File: src/rtl/eros_apb_obi_bridge.sv
// rtl/eros_apb_obi_bridge.sv - blocking APB4 completer to OBI manager bridge, one transfer in flight
// Optional address range check (error response without OBI access): define EROS_APB_OBI_ADDR_CHECK_EN.
package eros_pkg;
  localparam logic [31:0] GLOBAL_BASE_ADDRESS = 32'h0000_0000;
  localparam logic [31:0] GLOBAL_END_ADDRESS  = 32'h0010_0000;

  typedef struct packed {
    logic [31:0] paddr;
    logic [2:0]  pprot;
    logic        psel;
    logic        penable;
    logic        pwrite;
    logic [31:0] pwdata;
    logic [3:0]  pstrb;
  } apb_req_t;

  typedef struct packed {
    logic        pready;
    logic [31:0] prdata;
    logic        pslverr;
  } apb_rsp_t;
endpackage

package obi_pkg;
  typedef struct packed {
    logic        req;
    logic        we;
    logic [3:0]  be;
    logic [31:0] addr;
    logic [31:0] wdata;
  } obi_req_t;

  typedef struct packed {
    logic        gnt;
    logic        rvalid;
    logic [31:0] rdata;
  } obi_resp_t;
endpackage

module eros_apb_obi_bridge #(
  parameter int unsigned           ADDR_WIDTH = 32,
  parameter int unsigned           DATA_WIDTH = 32,
  parameter logic [ADDR_WIDTH-1:0] ADDR_BASE  = eros_pkg::GLOBAL_BASE_ADDRESS,
  parameter logic [ADDR_WIDTH-1:0] ADDR_END   = eros_pkg::GLOBAL_END_ADDRESS,
  parameter type                   apb_req_t  = eros_pkg::apb_req_t,
  parameter type                   apb_rsp_t  = eros_pkg::apb_rsp_t,
  parameter type                   obi_req_t  = obi_pkg::obi_req_t,
  parameter type                   obi_rsp_t  = obi_pkg::obi_resp_t
) (
  input  logic     clk_i,
  input  logic     rst_ni,
  input  apb_req_t apb_req_i,
  output apb_rsp_t apb_rsp_o,
  output obi_req_t obi_req_o,
  input  obi_rsp_t obi_rsp_i,
  output logic     busy_o
);

  localparam int unsigned STRB_WIDTH = DATA_WIDTH / 8;

  typedef enum logic [1:0] {IDLE, REQ, WAIT, RESP} state_e;

  state_e                  state_q, state_d;
  logic [ADDR_WIDTH-1:0]   addr_q;
  logic                    we_q;
  logic [STRB_WIDTH-1:0]   be_q;
  logic [DATA_WIDTH-1:0]   wdata_q;
  logic                    pready_q;
  logic [DATA_WIDTH-1:0]   prdata_q;
  logic                    err_q;
  logic                    start;
  logic                    addr_bad;
  logic                    unused;

  assign start  = apb_req_i.psel & apb_req_i.penable;
  assign unused = ^{apb_req_i.pprot, ADDR_BASE, ADDR_END};

`ifdef EROS_APB_OBI_ADDR_CHECK_EN
  // Offset compare folds both bounds into one unsigned test; below-base wraps high.
  assign addr_bad = (apb_req_i.paddr - ADDR_BASE) >= (ADDR_END - ADDR_BASE);
`else
  assign addr_bad = 1'b0;
`endif

  always_ff @(posedge clk_i or negedge rst_ni) begin
    if (!rst_ni) state_q <= IDLE;
    else         state_q <= state_d;
  end

  always_comb begin
    state_d = state_q;
    case (state_q)
      IDLE:    if (start) state_d = addr_bad ? RESP : REQ;
      REQ:     if (obi_rsp_i.gnt) state_d = WAIT;
      WAIT:    if (obi_rsp_i.rvalid) state_d = RESP;
      RESP:    state_d = IDLE;
      default: state_d = IDLE;
    endcase
  end

  always_ff @(posedge clk_i or negedge rst_ni) begin
    if (!rst_ni) begin
      addr_q   <= '0;
      we_q     <= 1'b0;
      be_q     <= '0;
      wdata_q  <= '0;
      pready_q <= 1'b0;
      prdata_q <= '0;
      err_q    <= 1'b0;
    end else begin
      if (state_q == IDLE && start) begin
        addr_q  <= apb_req_i.paddr;
        we_q    <= apb_req_i.pwrite;
        be_q    <= apb_req_i.pwrite ? apb_req_i.pstrb : '1;
        wdata_q <= apb_req_i.pwdata;
      end
      pready_q <= (state_d == RESP);
      prdata_q <= (state_q == WAIT && obi_rsp_i.rvalid && !we_q) ? obi_rsp_i.rdata : '0;
      err_q    <= (state_q == IDLE) && start && addr_bad;
    end
  end

  always_comb begin
    obi_req_o       = '0;
    obi_req_o.req   = (state_q == REQ);
    obi_req_o.we    = we_q;
    obi_req_o.be    = be_q;
    obi_req_o.addr  = addr_q;
    obi_req_o.wdata = wdata_q;
  end

  always_comb begin
    apb_rsp_o         = '0;
    apb_rsp_o.pready  = pready_q;
    apb_rsp_o.prdata  = prdata_q;
    apb_rsp_o.pslverr = err_q;
  end

  assign busy_o = (state_q != IDLE);

endmodule

File: config.mk
export PLATFORM = sky130hd
export DESIGN_NAME = eros_apb_obi_bridge
export DESIGN_NICKNAME = d
export VERILOG_FILES = /design/src/rtl/eros_apb_obi_bridge.sv
export SDC_FILE = /design/constraint.sdc
export NUM_CORES = 1
export LEC_CHECK = 0
export BUFFER_PORTS_ARGS = -buffer_cell sky130_fd_sc_hd__buf_2
export CAP_MARGIN = 0
export CORE_UTILIZATION = 45
export CTS_CLUSTER_DIAMETER = 40
export DETAILED_ROUTE_END_ITERATION = 10
export PLACE_DENSITY_LB_ADDON = 0.1
export SYNTH_ARGS = -nofsm -noshare
export SYNTH_HDL_FRONTEND = slang
export SYNTH_SLANG_ARGS = --single-unit
File: constraint.sdc
create_clock -name clk_i -period 4.5 [get_ports clk_i]
set_clock_uncertainty 0.15 [all_clocks]
set_input_delay 0.675 -clock clk_i [delete_from_list [all_inputs] [get_ports clk_i]]
set_output_delay 0.675 -clock clk_i [all_outputs]
set_load 0.02 [all_outputs]
==> qor.yml, run 1 <==
outcome:
  status: "finished with violations"
  violations: "DRC"
cells_and_area:
  synthToLayoutAreaGrowth_pct: 30.4
  fin_nets: 552
  num-fill-cells: 746
  layout_commonest_cell: "buf_2"
  antenna_cells: 0
  fin_util_pct: 61.2
  stdcell_count: 555
  layout-drive-gt1-share_pct: 67.1
  final_cell_mix: "209 x buf_2, 104 x dfrtp_1, 69 x mux2_4"
clock_tree:
  cts_resized: 0
  htreeDepth: 3
  cts_setup_buffers: 0
  cts.sinks: 104
  cts_buffers: 9
  path_clk_slew_ns: 0.10
  postCtsHoldBufs: 0
  tritoncts: "done"
  clockBufferDepth: 2
  clk_latency_ns: 0.34
  cts_root_buf: "clkbuf_8"
setup_path:
  critPathLaunchType: "flop"
  crit_path_start: "state_q[0]"
  cpMaxStageDelayCell: "dfrtp_1"
  cp_max_fo: 6
  cp_slowest_stage_delay_ns: 0.46
  crit_path_end_kind: "output port"
  required_ns: 3.67
  cp.depth: 2
  r2r_start: "state_q[0]"
  crit_buf_inv: 1
  path_class: "flop to output port"
  crit_family: "flip-flops"
  crit_chain: "or2_2, buf_2"
  critPathArrivalTime_ns: 1.28
  ff2ff_path_depth: 3
die:
  die_h_um: 97.8
  core_um2: 8810
  die-area_um2: 9570
  io_pins: 215
  die_w_um: 97.8
  rows: 34
  initial_core_util_pct: 46.9
place:
  place.gp.congestion: 0.704
  hpwl_mm: 5.95
  dpl.cell_count: 539
  portBuffers: 210
timing:
  setup_tns_ns: 0
  relSlewSlack_pct: 41.4
  period_share_pct: 46.8
  final_hold_viol_count: 0
  worstMarginPinSlew_ns: 0.879
  fmax_ghz: 0.475
  setup_viol: 0
  drv_slew: 0
  rsz0062_at_grt: "no"
  min_period_ns: 2.11
synthesis:
  syn_area_per_cell_um2: 17.7
  synth_warnings: 0
  ys_seq_area_share_pct: 63.0
  synth_area_um2: 4130
  syn-num-nets: 343
  synthCells: 233
  synth.ff_latch_count: 104
  ys_types: 18
power_and_ir_drop:
  p_per_area_nw_per_um2: 678
  ir_worst_vdd_mv: 0.288
  pwr-share-comb_pct: 43.1
  p_switching_uw: 1310
  clkPwrFrac_pct: 16.7
  internal_power_uw: 2340
  leakagePower_uw: 0.00295
  p_sw_share_pct: 36.0
  seq_power_share_pct: 40.2
detailed_routing:
  ant_nets: 0
  routed-via-count: 2601
  drtIter0Drc: 84
  drc: 30
  wl_per_cell_um: 15.4
  vias_per_cell: 4.69
  drt_wl_total_mm: 8.54
  first_pass_iters: 7
global_routing:
  groute.usage.overall_pct: 18.6
  gr-total-overflow: 0
  grt_max_degree: 72
  grt_antenna_before_repair: 0
  first_global_vias: 2662
  grt_pass1_wl_mm: 13.6
worst_hold_path:
  hp-class: "input pin to asynchronous set/reset pin"
job:
  cap_violations: 0
-- cells by family (layout without fill, tap and decap cells) --
| group | count (synthesis) | count (layout) | share of synthesized area (%) |
|---|---|---|---|
| AOI/OAI and AO/OA | 2 | 2 | 0.394 |
| and+or+nand+nor | 42 | 42 | 6.87 |
| buffers and inverters | 15 | 229 | 4.57 |
| DFF | 104 | 104 | 63.0 |
| muxes | 69 | 69 | 25.1 |
| other | 1 | 1 | 0.0908 |
-- layer usage --
| layer | routed length [µm] | GRT usage, % | up-vias |
|---|---|---|---|
| li1 | - | - | 1192 |
| met1 | 3660 | 24.0 | 1285 |
| met2 | 4140 | 30.1 | 122 |
| met3 | 707 | 6.51 | 2 |
| met4 | 36 | 4.90 | 0 |
| met5 | 0 | 0 | - |
-- flip-flops by register name, summed over array words and instances, names as in the netlist --
name,count
addr_q,32
wdata_q,32
prdata_q,32
be_q,4
pready_q,1
state_q,2
we_q,1
-- through the flow --
step / power (µW) / setup slack, ns / area, µm² / hold WS, ns
floorplan: 2590 / 2.61 / 4130 / 0.229
global placement: 3040 / 2.31 / 5170 / 0.336
detailed placement: 3070 / 2.28 / 5170 / 0.339
finish: 3650 / 2.39 / 5390 / 0.277
CTS: 3690 / 2.37 / 5390 / 0.298
global route: 3850 / 2.30 / 5390 / 0.340
-- synthesized netlist by cell type --
master | number | area share, %
inv_1 | 1 | 0.091
nand2b_1 | 4 | 0.61
nor2b_1 | 1 | 0.15
conb_1 | 1 | 0.091
clkbuf_1 | 3 | 0.27
and2b_1 | 1 | 0.18
mux2_4 | 69 | 25
a21o_1 | 1 | 0.18
buf_12 | 7 | 3.4
buf_4 | 3 | 0.55
and4bb_1 | 1 | 0.30
a211o_1 | 1 | 0.21
and3b_2 | 1 | 0.24
dfrtp_1 | 104 | 63
or2_2 | 1 | 0.15
buf_6 | 1 | 0.27
and2_1 | 32 | 4.8
nor4bb_2 | 1 | 0.39
-- layout make-up --
| cell class | instances | area, µm² | area share [%] |
|---|---|---|---|
| clock inverters | 5 | 63.8 | 1.18 |
| repair buffers | 212 | 1080 | 20.1 |
| clock buffers | 11 | 151 | 2.81 |
| well taps | 108 | 135 | 2.51 |
| inverters | 1 | 3.75 | 0.0697 |
| multi-input cells | 114 | 1350 | 25.0 |
| flip-flops and latches | 104 | 2600 | 48.3 |
-- power groups by stage --
stage	Combinational, µW	Clock, µW	Sequential (µW)
after floorplan	686	0	1900
after global placement	1580	0	1460
after detailed placement	1580	0	1480
after CTS	1590	630	1470
after global routing	1660	674	1510
final	1580	610	1470
-- worst paths after layout --
kind                               end  slack [ns]
hold reg to reg             addr_q[11]        0.36
hold / removal             wdata_q[17]        0.28
min in group clk_i          addr_q[11]        0.36
setup / recovery                busy_o        2.39
max in group asynchronous   addr_q[31]        2.93
setup reg to reg            addr_q[27]        2.54
(Power assumes the default switching activity.)
==> run 2, diff against run 1 <==
- ABC_AREA: default -> 1
- clock period: 4.5 -> 2 ns (I/O delays scaled with it)
==> run 2 against run 1 <==
The run now ends clean. Utilization fell by 1.7 points. Count of clock-buffer cells in the layout did not move. Setup slack worse by 2.3 ns. Non-clock buffer count grew 11. Via count up 36%. Power increased to 2.7 times the previous value. Die area up 23%. First-iteration DRC count grew 44%. Critical path depth is 2 higher. Design area rose by 21%. Synthesized cell count grew 85%.
==> qor.yml, run 2 <==
cells_and_area:
  antenna_cells: 0  # unchanged
  fin_nets: 747  # +35%
  layout-drive-gt1-share_pct: 63.9  # -3.2 points
  stdcell_count: 780  # +41%
  final_cell_mix: "209 x buf_2, 104 x dfrtp_1, 71 x nand3_1"
  reg_top3: "addr_q: 32 flops, prdata_q: 32 flops, wdata_q: 32 flops"
  synthToLayoutAreaGrowth_pct: 27.7
  layout_commonest_cell: "buf_2"
  design_area_um2: 6500  # +21%
  fin_util_pct: 59.4  # -1.7 points
synthesis:
  synth_commonest_cells: "104 x dfrtp_1, 71 x nand3_1, 70 x nand2_2, 70 x nand2_4, 42 x inv_1"
  post_synth_main_area_contributors: "dfrtp_1 51%, nand2_4 15%, nand2_2 8.6%, nor2_4 7.1%, nand3_1 7.0%"
  synth_area_um2: 5090  # +23%
  ys_types: 17  # -1
  synth_edf_count: 0  # unchanged
  syn-num-nets: 540  # +57%
  syn_area_per_cell_um2: 11.8  # -33%
  synth_top_cell_by_area: "dfrtp_1"
  synth_top_area_share_pct: 51.1  # -12 points
  async_flop_share_pct: 100  # unchanged
  synth.ff_latch_count: 104  # unchanged
  synth_most_common_cell: "dfrtp_1"
  ys_seq_area_share_pct: 51.1  # -12 points
  synthCells: 430  # +85%
  synth_flop_cell: "dfrtp_1"
  synth_warnings: 0  # unchanged
timing:
  setup_tns_ns: 0  # unchanged
  fmax_ghz: 0.515
  rsz0062_at_grt: "no"
  period_share_pct: 97.0
  min_period_ns: 1.94
  final_hold_viol_count: 0  # unchanged
  setup_viol: 0  # unchanged
  drv_slew: 0  # unchanged
  worstMarginPinSlew_ns: 0.562  # -0.317 ns
  relSlewSlack_pct: 62.5  # +21 points
worst_hold_path:
  hp-class: "input pin to flop"
setup_path:
  crit_chain: "nor2_4, buf_12, inv_1, buf_2"
  cp_slowest_stage_delay_ns: 0.45  # about the same
  ff2ff_setup_slack_ns: 0.39  # -2.15 ns
  cp_max_fo: 35  # +29
  required_ns: 1.55  # -2.12 ns
  crit_buf_inv: 3  # +2
  critPathArrivalTime_ns: 1.49  # +0.21 ns
  path_class: "flop to output port"
  cpMaxStageDelayCell: "dfrtp_1"
  crit_family: "flip-flops"
  critPathLaunchType: "flop"
  crit_path_end_kind: "output port"
global_routing:
  grt_max_degree: 105  # +46%
  first_global_vias: 3516  # +32%
  groute.usage.overall_pct: 19.0  # +0.43 points
  grt_pass1_wl_mm: 17.1  # +26%
  grt_antenna_before_repair: 0  # unchanged
  gr-total-overflow: 0  # unchanged
die:
  initial_core_util_pct: 46.5  # -0.38 points
  rows: 38  # +12%
  core_um2: 10900  # +24%
  die-area_um2: 11700  # +23%
  io_pins: 215  # unchanged
  die_w_um: 108  # +11%
  die_h_um: 108  # +11%
place:
  dpl.cell_count: 763  # +42%
  portBuffers: 210  # unchanged
  hpwl_mm: 7.38  # +24%
  placed_area_um2: 6170  # +19%
  place.gp.congestion: 0.720  # +2.3%
clock_tree:
  tritoncts: "done"
  clk_latency_ns: 0.33  # about the same
  htreeDepth: 3  # unchanged
  cts_root_buf: "clkbuf_16"
  clockBufferDepth: 2  # unchanged
  cts_buffers: 9  # unchanged
  path_clk_slew_ns: 0.06  # -0.04 ns
  cts.sinks: 104  # unchanged
  cts_resized: 0  # unchanged
detailed_routing:
  drc: 0  # -100%
  ant_nets: 0  # unchanged
  routed-via-count: 3530  # +36%
  first_pass_iters: 4  # -3
  vias_per_cell: 4.53  # -3.4%
  drt_wl_total_mm: 10.9  # +28%
  drtIter0Drc: 121  # +44%
  wl_per_cell_um: 14.0  # -9.1%
power_and_ir_drop:
  p_per_area_nw_per_um2: 1520  # +120%
  leakagePower_uw: 0.00356  # +21%
  ir_worst_vdd_mv: 0.724  # +150%
job:
  cap_violations: 0  # unchanged
outcome:
  status: "completed"
-- run 2: per-layer routing --
| metal | global-route usage, % | wire (µm) |
|---|---|---|
| met5 | 0 | 0 |
| met3 | 5.67 | 838 |
| met1 | 24.5 | 4680 |
| met4 | 6.37 | 107 |
| met2 | 30.7 | 5280 |
-- run 2: logic make-up (layout without fill, tap and decap cells) --
group	after synthesis	after routing	share of synthesized area (%)
AO/OA/AOI/OAI	1	1	0.0983
buffers and inverters	70	280	9.27
flip-flops	104	104	51.1
other	1	1	0.0737
AND/OR/NAND/NOR	254	254	39.4
-- run 2: power by group --
| group | total, µW | internal, µW | switching (µW) | leakage, µW |
|---|---|---|---|---|
| Combinational | 4510 | 1760 | 2750 | 0.00210 |
| Sequential | 3710 | 2910 | 797 | 0.00134 |
| Clock | 1680 | 958 | 723 | 0.000128 |
| Total | 9900 | 5630 | 4270 | 0.00356 |
-- run 2: what timing repair did --
action | in CTS | in global routing
gates cloned | 1 | 0
endpoints found under the setup margin | 1 | 1
setup buffers | 0 | 1
hold endpoints to repair | 104 | 0
pin swaps | 0 | 1
hold buffers | 1 | 0
-- run 2: cell type report --
type | count | area (µm²)
timing repair buffer | 223 | 1270
sequential | 104 | 2600
tap | 140 | 175
fill | 985 | 4440
inverter | 43 | 164
multi-input combinational | 256 | 2010
clock buffer | 11 | 233
clock inverter | 3 | 45.0
-- run 2: path summary, 6_finish.rpt --
check / start / to / cells after the start
worst max-delay path: state_q[1] / busy_o / 4
worst min-delay path: obi_rsp_i[31] / prdata_q[31] / 3
worst max register to register: state_q[1] / wdata_q[10] / 5
worst min register to register: addr_q[21] / addr_q[21] / 2
max in group asynchronous: rst_ni / prdata_q[16] / 3
min in group asynchronous: rst_ni / wdata_q[22] / 3
-- run 2: metrics by stage --
stage / setup WS (ns) / hold slack, ns / power (µW)
floorplan: 0.538 / -0.146 / 6880
global placement: 0.293 / 0.268 / 8070
detailed placement: 0.283 / 0.265 / 8180
CTS: 0.00128 / 0.0154 / 10000
global route: 0.00728 / 0.0213 / 10500
finish: 0.0600 / 0.0246 / 9900
-- run 2: worst register-to-register path, cell delays in order, from the launching register on --
cell and delay [ns]:
dfrtp_1 0.45, nor2_4 0.24, nand2_8 0.25, buf_4 0.30, nand2_4 0.07, nand2_2 0.04
==> run 3, diff against run 2 <==
- PLACE_DENSITY: default -> 0.73
- PLACE_DENSITY_LB_ADDON: 0.1 -> default
==> run 3 against run 2 <==
Setup slack better by 0.14 ns. Highest routed layer unchanged. Hold slack better by 0.0020 ns. Global-route usage down 0.91 points. Largest power group unchanged.
==> qor.yml, run 3 (same netlist as run 2, synthesis figures left out) <==
setup_path:
  crit_path_end_kind: "output port"
  required_ns: 1.55  # about the same
  critPathArrivalTime_ns: 1.35  # -0.14 ns
  path_class: "flop to output port"
  crit_chain: "nor2_4, inv_1, buf_2"
  cpMaxStageDelayCell: "dfrtp_1"
  critPathLaunchType: "flop"
  r2r_start: "state_q[0]"
  crit_path_start: "state_q[0]"
  cp_slowest_stage_delay_ns: 0.47  # +0.02 ns
  cp_max_fo: 7  # -80%
power_and_ir_drop:
  pwr-share-comb_pct: 44.9  # -0.6 points
  power_uw: 9620  # -2.8%
  p_sw_share_pct: 43.5  # +0.37 points
  ir_worst_vdd_mv: 0.726  # +0.27%
  p_switching_uw: 4180  # -2.0%
  clkPwrFrac_pct: 16.7  # -0.3 points
  leakagePower_uw: 0.00354  # -0.64%
  internal_power_uw: 5440  # -3.4%
  p_per_area_nw_per_um2: 1490  # -2.1%
  seq_power_share_pct: 38.4  # +0.9 points
die:
  rows: 38  # unchanged
  initial_core_util_pct: 46.5  # unchanged
  io_pins: 215  # unchanged
  die-area_um2: 11700  # unchanged
  die_h_um: 108  # unchanged
  core_um2: 10900  # unchanged
  die_w_um: 108  # unchanged
cells_and_area:
  design_area_um2: 6450  # -0.73%
  fin_nets: 746  # -0.13%
  synthToLayoutAreaGrowth_pct: 26.8
  reg_top3: "addr_q: 32 flops, prdata_q: 32 flops, wdata_q: 32 flops"
  layout-drive-gt1-share_pct: 64.1  # +0.21 points
  num-fill-cells: 931  # -5.5%
  stdcell_count: 781  # +0.13%
  final_cell_mix: "209 x buf_2, 104 x dfrtp_1, 71 x nand3_1"
  antenna_cells: 0  # unchanged
  layout_commonest_cell: "buf_2"
place:
  dpl.cell_count: 764  # +0.13%
  place.gp.congestion: 0.722  # +0.25%
  portBuffers: 210  # unchanged
  hpwl_mm: 7.60  # +3.0%
  placed_area_um2: 6170  # about the same
detailed_routing:
  drtIter0Drc: 104  # -14%
  first_pass_iters: 2  # -2
  ant_nets: 0  # unchanged
  wl_per_cell_um: 13.1  # -6.5%
  drt_wl_total_mm: 10.2  # -6.4%
  routed-via-count: 3493  # -1.0%
  vias_per_cell: 4.47  # -1.2%
  drc: 0  # unchanged
global_routing:
  first_global_vias: 3611  # +2.7%
  grt_max_degree: 45  # -57%
  grt_pass1_wl_mm: 16.6  # -3.1%
  gr-total-overflow: 0  # unchanged
  groute.usage.overall_pct: 18.1  # -0.91 points
  grt_antenna_before_repair: 0  # unchanged
clock_tree:
  tritoncts: "done"
  htreeDepth: 3  # unchanged
  cts_resized: 0  # unchanged
  cts_root_buf: "clkbuf_16"
  clockBufferDepth: 2  # unchanged
  cts.sinks: 104  # unchanged
  cts_buffers: 9  # unchanged
  path_clk_slew_ns: 0.07  # about the same
  clk_latency_ns: 0.33  # about the same
timing:
  final_hold_viol_count: 0  # unchanged
  drv_slew: 0  # unchanged
  fmax_ghz: 0.555  # +7.6%
  setup_viol: 0  # unchanged
  period_share_pct: 90.1  # -6.9 points
  min_period_ns: 1.80  # -0.137 ns
  setup_tns_ns: 0  # unchanged
  rsz0062_at_grt: "no"
outcome:
  status: "completed"
worst_hold_path:
  hold_start: "obi_rsp_i[0]"
  hp-class: "input pin to flop"
job:
  cap_violations: 0  # unchanged
## run 3: cell types whose count changed in the layout (fill, tap and decap cells not counted)
| cell | change |
|---|---|
| clkinv_2 | +2 |
| buf_12 | -1 |
| buf_4 | +1 |
| bufbuf_16 | -1 |
| bufinv_16 | -1 |
| clkbuf_1 | -1 |
| clkbuf_8 | +1 |
| clkinvlp_4 | +1 |
## run 3: through the flow
| stage | hold WS, ns | setup WS (ns) | utilization [%] |
|---|---|---|---|
| floorplan | -0.146 | 0.538 | - |
| global placement | 0.108 | 0.425 | 56.4 |
| detailed placement | 0.110 | 0.406 | 56.4 |
| CTS | 0.0143 | 0.163 | 59.0 |
| global route | 0.0155 | 0.0724 | 59.0 |
| finish | 0.0266 | 0.197 | 59.0 |
## run 3: per-layer routing
metal	wire length [µm]	track usage, %
met1	4130	21.1
met2	4970	30.8
met3	1040	8.02
met4	76	4.05
met5	0	0
## run 3: power by group through the flow
| stage | clock network [µW] | registers (µW) | logic, µW |
|---|---|---|---|
| floorplan | 0 | 4700 | 2180 |
| global placement | 0 | 3700 | 4320 |
| detailed placement | 0 | 3740 | 4400 |
| finish | 1600 | 3690 | 4320 |
| global route | 1760 | 3810 | 4700 |
| CTS | 1670 | 3710 | 4400 |
## run 3: critical path: cells and delay by family (launching register included)
family	cells	cell delay [ns]
buffers and inverters	2	0.23
AND/OR/NAND/NOR	1	0.32
flip-flops	1	0.47
## run 3: final timing paths
kind                                     end  slack [ns]  depth (start not counted)
worst max-delay path                  busy_o        0.20                          3
worst min register to register    addr_q[10]        0.35                          2
worst min-delay path             prdata_q[0]        0.03                          3
min in group asynchronous       prdata_q[30]        0.29                          2
max in group asynchronous          addr_q[1]        0.87                          3
worst max register to register     addr_q[1]        0.40                          5
## run 3: layout make-up
cell class	count	area, µm²	area share [%]
Clock buffer	11	243	3.76
Clock inverter	5	32.5	0.504
Inverter	43	164	2.54
Multi-Input combinational cell	256	2010	31.2
Sequential cell	104	2600	40.3
Tap cell	140	175	2.71
Timing Repair Buffer	222	1220	18.9
## run 3: repair_timing
action                    CTS  global route
hold endpoints to repair   28             0
buffers inserted            0             0
hold buffers                1             0
